$ cat src/rtl/get_command_decoder.sv
// get_command_decoder: fetches one command word from a valid/read-enable
// source, splits it into opcode/arg1/arg2, range-checks the fields and
// reports a 2-bit error code (0 ok, 1 bad opcode, 2 arg2 range, 3 timeout).
module get_command_decoder #(
  parameter int          CMD_W   = 16,
  parameter int          OP_W    = 8,
  parameter int          A1_W    = 3,
  parameter int          A2_W    = 5,
  parameter int unsigned MAX_A2  = 10,
  parameter int unsigned TIMEOUT = 255,
  parameter int          CNT_W   = 8
) (
  input  logic             clk,
  input  logic             rst,
  input  logic             start_get_cmd,
  input  logic             cmd_valid,
  input  logic [CMD_W-1:0] command_in,
  output logic             en_rd_cmd,
  output logic             done_get_cmd,
  output logic             busy,
  output logic [OP_W-1:0]  instr,
  output logic [A1_W-1:0]  arg1,
  output logic [A2_W-1:0]  arg2,
  output logic [1:0]       error
);

  typedef enum logic [1:0] {
    S_IDLE   = 2'd0,
    S_FETCH  = 2'd1,
    S_DECODE = 2'd2,
    S_DONE   = 2'd3
  } state_t;

  // Error codes reported on the error port
  localparam logic [1:0] ERR_OK      = 2'd0;
  localparam logic [1:0] ERR_OPCODE  = 2'd1;
  localparam logic [1:0] ERR_ARG2    = 2'd2;
  localparam logic [1:0] ERR_TIMEOUT = 2'd3;

  // Timeout is disabled entirely when TIMEOUT is zero; CNT_LAST is then unused
  localparam bit               TO_EN    = (TIMEOUT != 0);
  localparam logic [CNT_W-1:0] CNT_LAST = CNT_W'(TIMEOUT - 1);
  localparam logic [CNT_W-1:0] CNT_MAX  = '1;

  state_t           state_q, state_d;
  logic [CMD_W-1:0] cmd_q, cmd_d;
  logic [CNT_W-1:0] cnt_q, cnt_d;
  logic [OP_W-1:0]  instr_q, instr_d;
  logic [A1_W-1:0]  arg1_q, arg1_d;
  logic [A2_W-1:0]  arg2_q, arg2_d;
  logic [1:0]       error_q, error_d;
  logic             en_rd_q, en_rd_d;
  logic             done_q, done_d;
  logic             busy_q, busy_d;

  // Field views of the captured command word (all unsigned, no extension)
  logic [OP_W-1:0]  op_f;
  logic [A1_W-1:0]  a1_f;
  logic [A2_W-1:0]  a2_f;
  logic             a2_in_range;

  assign op_f = cmd_q[CMD_W-1 -: OP_W];
  assign a1_f = cmd_q[A2_W +: A1_W];
  assign a2_f = cmd_q[A2_W-1:0];
  // Compare at 32 bits so a MAX_A2 wider than the field never truncates
  assign a2_in_range = (32'(a2_f) <= MAX_A2);

  // Next-state, counter, capture and decode logic
  always_comb begin
    state_d = state_q;
    cmd_d   = cmd_q;
    cnt_d   = cnt_q;
    instr_d = instr_q;
    arg1_d  = arg1_q;
    arg2_d  = arg2_q;
    error_d = error_q;

    case (state_q)
      S_IDLE: begin
        if (start_get_cmd) begin
          state_d = S_FETCH;
          cnt_d   = '0;
        end
      end

      S_FETCH: begin
        // A word arriving on the timeout cycle still wins
        if (cmd_valid) begin
          cmd_d   = command_in;
          state_d = S_DECODE;
        end else if (TO_EN && (cnt_q == CNT_LAST)) begin
          error_d = ERR_TIMEOUT;
          state_d = S_DONE;
        end else if (cnt_q != CNT_MAX) begin
          cnt_d = cnt_q + 1'b1;
        end
      end

      S_DECODE: begin
        state_d = S_DONE;
        if (op_f == OP_W'(0)) begin
          if (a2_in_range) begin
            instr_d = op_f;
            arg1_d  = a1_f;
            arg2_d  = a2_f;
            error_d = ERR_OK;
          end else begin
            error_d = ERR_ARG2;
          end
        end else if (op_f == OP_W'(1)) begin
          instr_d = op_f;
          arg1_d  = a1_f;
          arg2_d  = '0;
          error_d = ERR_OK;
        end else if (op_f == OP_W'(2)) begin
          instr_d = op_f;
          arg1_d  = a1_f;
          arg2_d  = a2_f;
          error_d = ERR_OK;
        end else if (op_f == OP_W'(3)) begin
          instr_d = op_f;
          arg1_d  = '0;
          arg2_d  = '0;
          error_d = ERR_OK;
        end else begin
          error_d = ERR_OPCODE;
        end
      end

      S_DONE: begin
        state_d = S_IDLE;
      end

      default: begin
        state_d = S_IDLE;
      end
    endcase

    // Moore outputs, precomputed from the next state so the flops track state
    en_rd_d = (state_d == S_FETCH);
    done_d  = (state_d == S_DONE);
    busy_d  = (state_d != S_IDLE);
  end

  // State and output registers with synchronous active-low reset
  always_ff @(posedge clk) begin
    if (!rst) begin
      state_q <= S_IDLE;
      cmd_q   <= '0;
      cnt_q   <= '0;
      instr_q <= '0;
      arg1_q  <= '0;
      arg2_q  <= '0;
      error_q <= ERR_OK;
      en_rd_q <= 1'b0;
      done_q  <= 1'b0;
      busy_q  <= 1'b0;
    end else begin
      state_q <= state_d;
      cmd_q   <= cmd_d;
      cnt_q   <= cnt_d;
      instr_q <= instr_d;
      arg1_q  <= arg1_d;
      arg2_q  <= arg2_d;
      error_q <= error_d;
      en_rd_q <= en_rd_d;
      done_q  <= done_d;
      busy_q  <= busy_d;
    end
  end

  assign en_rd_cmd    = en_rd_q;
  assign done_get_cmd = done_q;
  assign busy         = busy_q;
  assign instr        = instr_q;
  assign arg1         = arg1_q;
  assign arg2         = arg2_q;
  assign error        = error_q;

endmodule

$ cat config.mk
export PLATFORM = sky130hd
export DESIGN_NAME = get_command_decoder
export DESIGN_NICKNAME = d
export VERILOG_FILES = /design/src/rtl/get_command_decoder.sv
export SDC_FILE = /design/constraint.sdc
export NUM_CORES = 1
export LEC_CHECK = 0
export ABC_AREA = 1
export CORE_MARGIN = 1.5
export CORE_UTILIZATION = 47
export DETAILED_ROUTE_END_ITERATION = 16
export PLACE_DENSITY = 0.74
export SLEW_MARGIN = 10
export SYNTH_ARGS = -nofsm -noshare
export SYNTH_HDL_FRONTEND = slang
export SYNTH_SLANG_ARGS = --single-unit
$ cat constraint.sdc
create_clock -name clk -period 1.9 [get_ports clk]
set_input_delay 0.285 -clock clk [delete_from_list [all_inputs] [get_ports clk]]
set_output_delay 0.285 -clock clk [all_outputs]
set_load 0.05 [all_outputs]
==> out/results.txt, run 1 <==
The flow ran to the end, and the final reports show no timing, DRC or antenna violations. The floorplan step set the die width to 68.8 um. The number of filler cells placed in the layout is 393, and the adder and majority cell fraction of the synthesized area is 1.23%. The critical path startpoint category is a flop. In this run, post-CTS hold repair placed 0 buffers. The tools report the switching power of the nets as 591 uW.

The sequential-to-total area share from yosys stat was 46.3%. The worst pin sits at a relative slew slack of 66.0%. The basic-gate share of the synthesized area counting and, or, nand and nor cells was 29.4%; the maximum clock skew at final layout was 0.00606 ns.

For the count of standard-cell rows, the log shows 23. The total power density per cell area was 785 mW/mm^2; the number of global-route vias before repair was 1748. Most common library cell in the layout ignoring fill and taps: sky130_fd_sc_hd__nand2_1. Once detail routing completed, the nets flagged for antenna violations numbered 0. The analysis attributes to cell leakage a power of 1.07 nW.

The total of cells resized after clock tree synthesis is 0, and the starting utilization of the core area is 49.7%. TritonCTS built the clock tree. The maximum fanout along the worst path was 2.

In this run the critical register-to-register path is captured at cnt_q[5]. The top cell types in the final layout, fill and taps aside, are 66 x sky130_fd_sc_hd__nand2_1, 47 x sky130_fd_sc_hd__dfxtp_1, 42 x sky130_fd_sc_hd__nor2_1, 40 x sky130_fd_sc_hd__clkdlybuf4s50_1, 32 x sky130_fd_sc_hd__a21oi_1. A synthesized cell averages 6.98 um^2.

Category of the critical setup timing path: flop to output pin. Share of layout cells above drive strength 1: 8.06%. Root buffer selected by CTS: sky130_fd_sc_hd__clkbuf_8. Number of nets in the layout: 356. Data arrives at the worst endpoint at 1.46 ns.

The dominant combinational cell family by area after synthesis is simple AND/OR/NAND/NOR gates. The tightest hold path in the finished design has a slack of 0.458 ns. The post-CTS setup-driven buffer insertion count is 0, and the violation count after the first detailed-route iteration is 130.

The number of iterations in the first detailed-routing pass is 4. Of the total power, the share spent switching nets is 29.2%. During synthesis, Yosys emitted a total of 0 warnings. The tools report the capture point of the worst path as instr[2]. The count of cells along the worst hold path came out at 2. The element type at the critical path end is an output pin.

The final setup violation count is 0. The number of cells on the critical path works out to 1. The run gives 4350 um as the overall routed net length. The number of buffers between clock root and the deepest sink came out at 2. On the worst path, the slowest cell contributes a delay of 0.82 ns. At the end of routability-driven placement, the weighted congestion stood at 0.894.

The all-layer global routing usage was 20.7%; the sequential fraction of design power was 52.2%. The clock insertion delay at the later pin of the skew report was 0.29 ns; the XOR/XNOR share of the synthesized area was 0%. The kind of cell with the highest combined delay along the critical path is buffers and inverters.

By area the synthesized netlist is led by sky130_fd_sc_hd__dfxtp_1 46%, sky130_fd_sc_hd__nand2_1 12%, sky130_fd_sc_hd__a21oi_1 7.9%. The reg-to-reg critical path startpoint is cnt_q[0]. The worst hold path belongs to the class flop to flop. The worst ir drop on vdd was 476 uV.

The synthesized-area fraction occupied by ao, oa, aoi and oai cells was 14.2%; the hold violation total from the final report was 0. Summed over all instances, the cell type with the most area after synthesis is sky130_fd_sc_hd__dfxtp_1. Setup total negative slack on the finished layout was measured at 0 ns. The worst path in the final design needs a cycle of 1.75 ns, including I/O delays and setup.

CTS saw 47 sinks. The run gives 27 as the maximum number of pins on one net before global-route repair. The setup check on the worst reg-to-reg path leaves a slack of 0.22 ns. Of the post-synthesis cell area, the dominant cell type holds 46.3%.

For the total core area, the log shows 0.00409 mm^2. The number of max-slew violations in the final report was 0; the count of mapped cells out of synthesis was 291. The sum of net half-perimeters after detailed placement is 3210 um, and the number of buffers inserted during clock tree synthesis is 5.

The number of antenna diodes in the final layout is 0. The multiplexer share of the synthesized area was 0%. The final cycle utilization of the critical path came out at 91.9%. The wire length of the first global-routing pass was 7400 um. The die is 68.8 um tall.

The area growth from synthesis to layout is 27.0%. Standard cell with the maximum stage delay on the critical path: sky130_fd_sc_hd__clkdlybuf4s50_1. The number of distinct library cell variants in the gate-level netlist after synthesis was 20; the combined buffer and inverter count along the critical path was 1.

The run gives 0 as the DRC violation count after routing. The CTS clock-pin slew for the worst setup and hold paths was 0.08 ns; the logic depth of the worst register-to-register path was 11. The internal power of the cells totals 1.43 mW. Average detailed-routed wire length per instance: 11.3 um.

The flop and latch count out of synthesis works out to 47. Traced cell by cell, the critical path runs through clkdlybuf4s50_1. Setup repair after global routing left no endpoint under its margin. Max-cap violations in this run came to 0.

STA puts the critical path data required time at 1.62 ns. The number of antenna violations at the first check in global routing is 0, and the detailed-route vias per instance is 4.94. The portion of total power attributed to combinational logic was 19.5%; the achievable frequency was 0.573 GHz. At the pin with the least slew margin, the transition time is 0.509 ns.

The synthesized net count is 313, and the post-synthesis instance area is 0.00203 mm^2. The count of buffers added on input and output ports is 40. The share of total power dissipated in the clock network is 28.3%. The die area came out at 0.00473 mm^2.

CTS built an H-tree with a depth of 2. The run gives 0 as the leftover overflow at the end of global routing. Summing over every cut layer, the via total after detailed routing is 1901. The critical path launch point was instr[2]. For this design the top-level I/O count stands at 41.
-- flip-flops by register name, summed over array words and instances (netlist names) --
name	count
arg1	3
instr	8
arg2	5
cmd_q	16
cnt_q	8
en_rd_cmd	1
state_q	2
error	2
done_get_cmd	1
busy	1
-- synthesized netlist by cell type --
| master | number |
|---|---|
| sky130_fd_sc_hd__a21oi_1 | 32 |
| sky130_fd_sc_hd__buf_2 | 3 |
| sky130_fd_sc_hd__buf_4 | 1 |
| sky130_fd_sc_hd__buf_6 | 1 |
| sky130_fd_sc_hd__clkbuf_1 | 7 |
| sky130_fd_sc_hd__clkinv_1 | 1 |
| sky130_fd_sc_hd__dfxtp_1 | 47 |
| sky130_fd_sc_hd__ha_1 | 2 |
| sky130_fd_sc_hd__inv_1 | 25 |
| sky130_fd_sc_hd__inv_2 | 6 |
| sky130_fd_sc_hd__nand2_1 | 66 |
| sky130_fd_sc_hd__nand2_2 | 3 |
| sky130_fd_sc_hd__nand3_1 | 29 |
| sky130_fd_sc_hd__nor2_1 | 42 |
| sky130_fd_sc_hd__nor2_2 | 2 |
| sky130_fd_sc_hd__nor3_4 | 1 |
| sky130_fd_sc_hd__o211ai_1 | 1 |
| sky130_fd_sc_hd__o21a_1 | 1 |
| sky130_fd_sc_hd__o21ai_0 | 18 |
| sky130_fd_sc_hd__o21bai_1 | 3 |
-- metal layers --
layer / vias to the layer above / part of all wire [%] / global-route usage, %
li1: 1011 / - / -
met1: 835 / 49 / 26.1
met2: 49 / 45 / 34.9
met3: 6 / 5.2 / 5.52
met4: 0 / 1.0 / 5.39
met5: - / 0 / 0
-- power groups by stage --
stage / sequential (mW) / clock (mW) / combinational [mW]
after CTS: 1.06 / 0.592 / 0.397
after global placement: 1.08 / 0 / 0.389
after detailed placement: 1.08 / 0 / 0.395
after floorplan: 1.15 / 0 / 0.189
final: 1.06 / 0.574 / 0.395
after global routing: 1.06 / 0.637 / 0.440
-- worst reg2reg max path, cell delays in order, from the launching register on --
cell and delay, ns:
sky130_fd_sc_hd__dfxtp_1 0.41, sky130_fd_sc_hd__inv_1 0.09, sky130_fd_sc_hd__ha_1 0.19, sky130_fd_sc_hd__inv_1 0.05, sky130_fd_sc_hd__nor2_1 0.04, sky130_fd_sc_hd__nand3_1 0.13
sky130_fd_sc_hd__nand2_2 0.11, sky130_fd_sc_hd__nor2_1 0.21, sky130_fd_sc_hd__buf_4 0.21, sky130_fd_sc_hd__nand2_1 0.07, sky130_fd_sc_hd__nand2_1 0.06, sky130_fd_sc_hd__nor2_1 0.04
-- area by class of cell --
type | instances | area [um^2] | share of cell area (%)
repair buffers | 48 | 460 | 17.8
flip-flops and latches | 47 | 941 | 36.5
inverters | 32 | 120 | 4.66
well taps | 50 | 62.6 | 2.42
multi-input cells | 200 | 911 | 35.3
clock buffers | 6 | 72.6 | 2.81
clock inverters | 2 | 12.5 | 0.485
-- worst min path at each step --
stage                   start        end  slack, ns
global placement     cmd_q[7]   cmd_q[7]       0.44
floorplan                 rst  cmd_q[15]       0.42
CTS                  cmd_q[7]   cmd_q[7]       0.46
global route        cmd_q[11]  cmd_q[11]       0.48
detailed placement   cmd_q[7]   cmd_q[7]       0.44
finish               cmd_q[7]   cmd_q[7]       0.46
-- kinds of logic (layout without fill, tap and decap cells) --
group,after synthesis,after routing
AND/OR/NAND/NOR,143,143
AO/OA/AOI/OAI,55,55
flip-flops,47,47
buffers and inverters,44,88
adder cells (fa/ha/maj),2,2
-- per-stage QoR --
stage	utilization (%)	cell area (um^2)	setup WS, ns	cells	total power [mW]
floorplan	-	2030	0.520	291	1.34
global placement	61.1	2490	0.224	377	1.47
finish	63.1	2580	0.153	385	2.03
detailed placement	61.1	2490	0.186	377	1.48
CTS	63.1	2580	0.142	385	2.05
global route	63.1	2580	0.0252	385	2.14
Note: power is estimated with default switching activity, not from simulation.
==> run 2: changes to the inputs <==
--- a/config.mk
+++ b/config.mk
@@ -7,9 +7,9 @@
 export LEC_CHECK = 0
 export ABC_AREA = 1
 export CORE_MARGIN = 1.5
-export CORE_UTILIZATION = 47
+export CORE_UTILIZATION = 45
 export DETAILED_ROUTE_END_ITERATION = 16
-export PLACE_DENSITY = 0.74
+export PLACE_DENSITY = 0.71
 export SLEW_MARGIN = 10
 export SYNTH_ARGS = -nofsm -noshare
 export SYNTH_HDL_FRONTEND = slang
==> run 2 against run 1 <==
Effect of this change:
- combinational power up 1%
- setup slack better by 0.0067 ns
- maximum frequency up 0.38%
- critical path depth unchanged
==> out/results.txt, run 2 (synthesized netlist as in run 1, its figures left out) <==
The flow ran to the end, and the final reports show no timing, DRC or antenna violations. The tools report the starting utilization of the core area as 46.7% (-3.1 points). The y dimension of the die is 70.2 um (+2.1%), and the total core area is 0.00435 mm^2 (+6.6%). The final weighted congestion in routability-driven placement was 0.891 (-0.30%); the wire length of the first global-routing pass was 7730 um (+4.6%).

The headroom to the max-slew limit came out at 66.1% (+0.11 points). The area growth from synthesis to layout is 30.2%. The number of antenna violations at the first check in global routing was 0 (unchanged); the internal power of the cells was 1.71 mW (+19%). The count of max-cap constraint violations is 0 (unchanged).

The sequential fraction of design power was 45.8% (-6.4 points). Number of iterations in the first detailed-routing pass: 4 (unchanged). Flip-flop count of the largest register, all copies and words added: 16 (unchanged). The run gives 47 (unchanged) as the count of clock tree sinks. The reg2reg setup slack was 0.31 ns (+0.09 ns); the number of global-route vias before repair was 1847 (+5.7%). The portion of total power attributed to combinational logic was 17.2% (-2.3 points); the switching share of total power was 26.1% (-3.0 points).

The final cycle utilization of the critical path is 91.6% (-0.35 points). The shortest clock period the worst path allows after layout was 1.74 ns (-0.00669 ns). The DRC violation count after routing came out at 0 (unchanged). Element type at the critical path end: an output pin. The worst hold path belongs to the class flop to flop. Traced cell by cell, the critical path runs through clkdlybuf4s50_1. Setup repair after global routing left no endpoint under its margin. The switching power of the nets is 604 uW (+2.3%), and the I/O pin total is 41 (unchanged). The number of filler cells placed in the layout is 398 (+1.3%), and the clock insertion delay at the later pin of the skew report is 0.30 ns (about the same). Die width: 70.2 um (+2.1%).

The number of buffers added on ports is 40 (unchanged). STA classifies the critical path startpoint as a flop. The cell area after layout is 0.00265 mm^2 (+2.5%), and the maximum fanout along the worst path is 2 (unchanged). The post-CTS setup-driven buffer insertion count is 0 (unchanged). The logs give 0.00493 mm^2 (+4.2%) for the die area and 0 (unchanged) for the final setup violation count.

The combined buffer and inverter count along the critical path is 1 (unchanged), and the cell total after placement is 381 (+1.1%). The detailed-route vias per instance was 4.91 (-0.61%); the sum of net half-perimeters after detailed placement was 3270 um (+1.7%). The tools report the all-layer global routing usage as 19.6% (-1.1 points). The tools report the root buffer selected by CTS as sky130_fd_sc_hd__clkbuf_8. The maximum clock skew at final layout was 0.00996 ns (+0.00390 ns). The category of the critical setup timing path is flop to output pin. The total power density per cell area was 874 mW/mm^2 (+11%).

The cts-stage hold buffer count came out at 0 (unchanged). Leaving out fill and tap cells, the most frequent cell in the layout is sky130_fd_sc_hd__nand2_1. The leakage power summed over all cells was 1.11 nW (+3.1%). CTS clock-pin slew for the worst setup and hold paths: 0.08 ns (about the same). The total of cells resized after clock tree synthesis is 0 (unchanged). The arrival time at the worst endpoint is 1.45 ns (about the same), and the worst path required time is 1.62 ns (about the same).

The share of layout cells above drive strength 1 works out to 8.61% (+0.55 points). cmd_q holds more flip-flops than any other register. The final antenna-violating net count came out at 0 (unchanged).

The tools report the count of standard-cell rows as 24 (+4.3%). The tools report the number of levels the H-tree was split into as 2 (unchanged). The transition time at the pin with the least slew margin was 0.507 ns (-0.00165 ns). The tools report the hold violation total from the final report as 0 (unchanged). The worst ir drop on vdd is 464 uV (-2.5%). Gate family responsible for the most delay along the worst path: buffers and inverters. The placement-stage cell area is 0.00251 mm^2 (+0.70%). The count of inserted antenna diode cells is 0 (unchanged), and the overall routed net length is 4520 um (+4.0%). The leftover overflow at the end of global routing was 0 (unchanged). Achievable frequency: 0.575 GHz (+0.38%). The number of max-slew violations in the final report was 0 (unchanged). The standard cell with the maximum stage delay on the critical path was sky130_fd_sc_hd__clkdlybuf4s50_1. The power share of the clock group was 37.0% (+8.7 points).

Number of buffers inserted during clock tree synthesis: 5 (unchanged). The average detailed-routed wire length per instance is 11.6 um (+2.9%). The library cells used most frequently in the layout, excluding fill and tap cells, are 66 x sky130_fd_sc_hd__nand2_1, 47 x sky130_fd_sc_hd__dfxtp_1, 42 x sky130_fd_sc_hd__nor2_1, 40 x sky130_fd_sc_hd__clkdlybuf4s50_1, 32 x sky130_fd_sc_hd__a21oi_1. The logs give 103 (-21%) for the violation count after the first detailed-route iteration and 25 (-7.4%) for the maximum number of pins on one net before global-route repair. The number of non-filler instances in the completed layout was 389 (+1.0%).

The post-layout total power came out at 2.31 mW (+14%). Vias after detailed routing: 1909 (+0.42%). TritonCTS built the clock tree.

The largest stage delay on the critical path is 0.80 ns (-0.02 ns). The logs give 2 (unchanged) for the number of buffers between clock root and the deepest sink and 0 ns (unchanged) for the final total negative setup slack. The tools report the number of nets in the layout as 358 (+0.56%).
-- run 2: power by group through the flow --
stage / clock (mW) / combinational [mW] / sequential, mW
6_report: 0.856 / 0.399 / 1.06
5_1_grt: 0.913 / 0.440 / 1.06
4_1_cts: 0.876 / 0.399 / 1.06
3_5_place_dp: 0 / 0.399 / 1.08
3_3_place_gp: 0 / 0.394 / 1.08
2_1_floorplan: 0 / 0.189 / 1.15
-- run 2: final cells by class --
type,instances,area (um^2),area share [%]
clock buffers,6,72.6,2.74
clock inverters,2,60.1,2.27
inverters,32,120,4.54
multi-input cells,200,911,34.4
flip-flops and latches,47,941,35.6
well taps,52,65.1,2.46
repair buffers,50,475,18.0
-- run 2: metrics by stage --
step,hold WS [ns],util [%],setup slack [ns]
floorplan,0.423,-,0.520
global placement,0.439,57.7,0.285
detailed placement,0.447,57.7,0.283
CTS,0.458,60.7,0.139
global route,0.476,60.7,0.105
finish,0.458,60.7,0.160
-- run 2: per-layer routing --
metal,GRT usage [%],wire [um],vias to the layer above
met5,0,0,-
met4,9.62,103,0
met3,4.33,184,10
met2,33.7,2170,44
met1,22.9,2060,841
li1,-,-,1014
-- run 2: final timing paths --
path / cells past startpoint / startpoint / endpoint
worst max register to register: 10 / cnt_q[0] / cnt_q[1]
worst max-delay path: 1 / instr[7] / instr[7]
worst min-delay path: 2 / cmd_q[5] / cmd_q[5]
worst min register to register: 2 / cmd_q[5] / cmd_q[5]
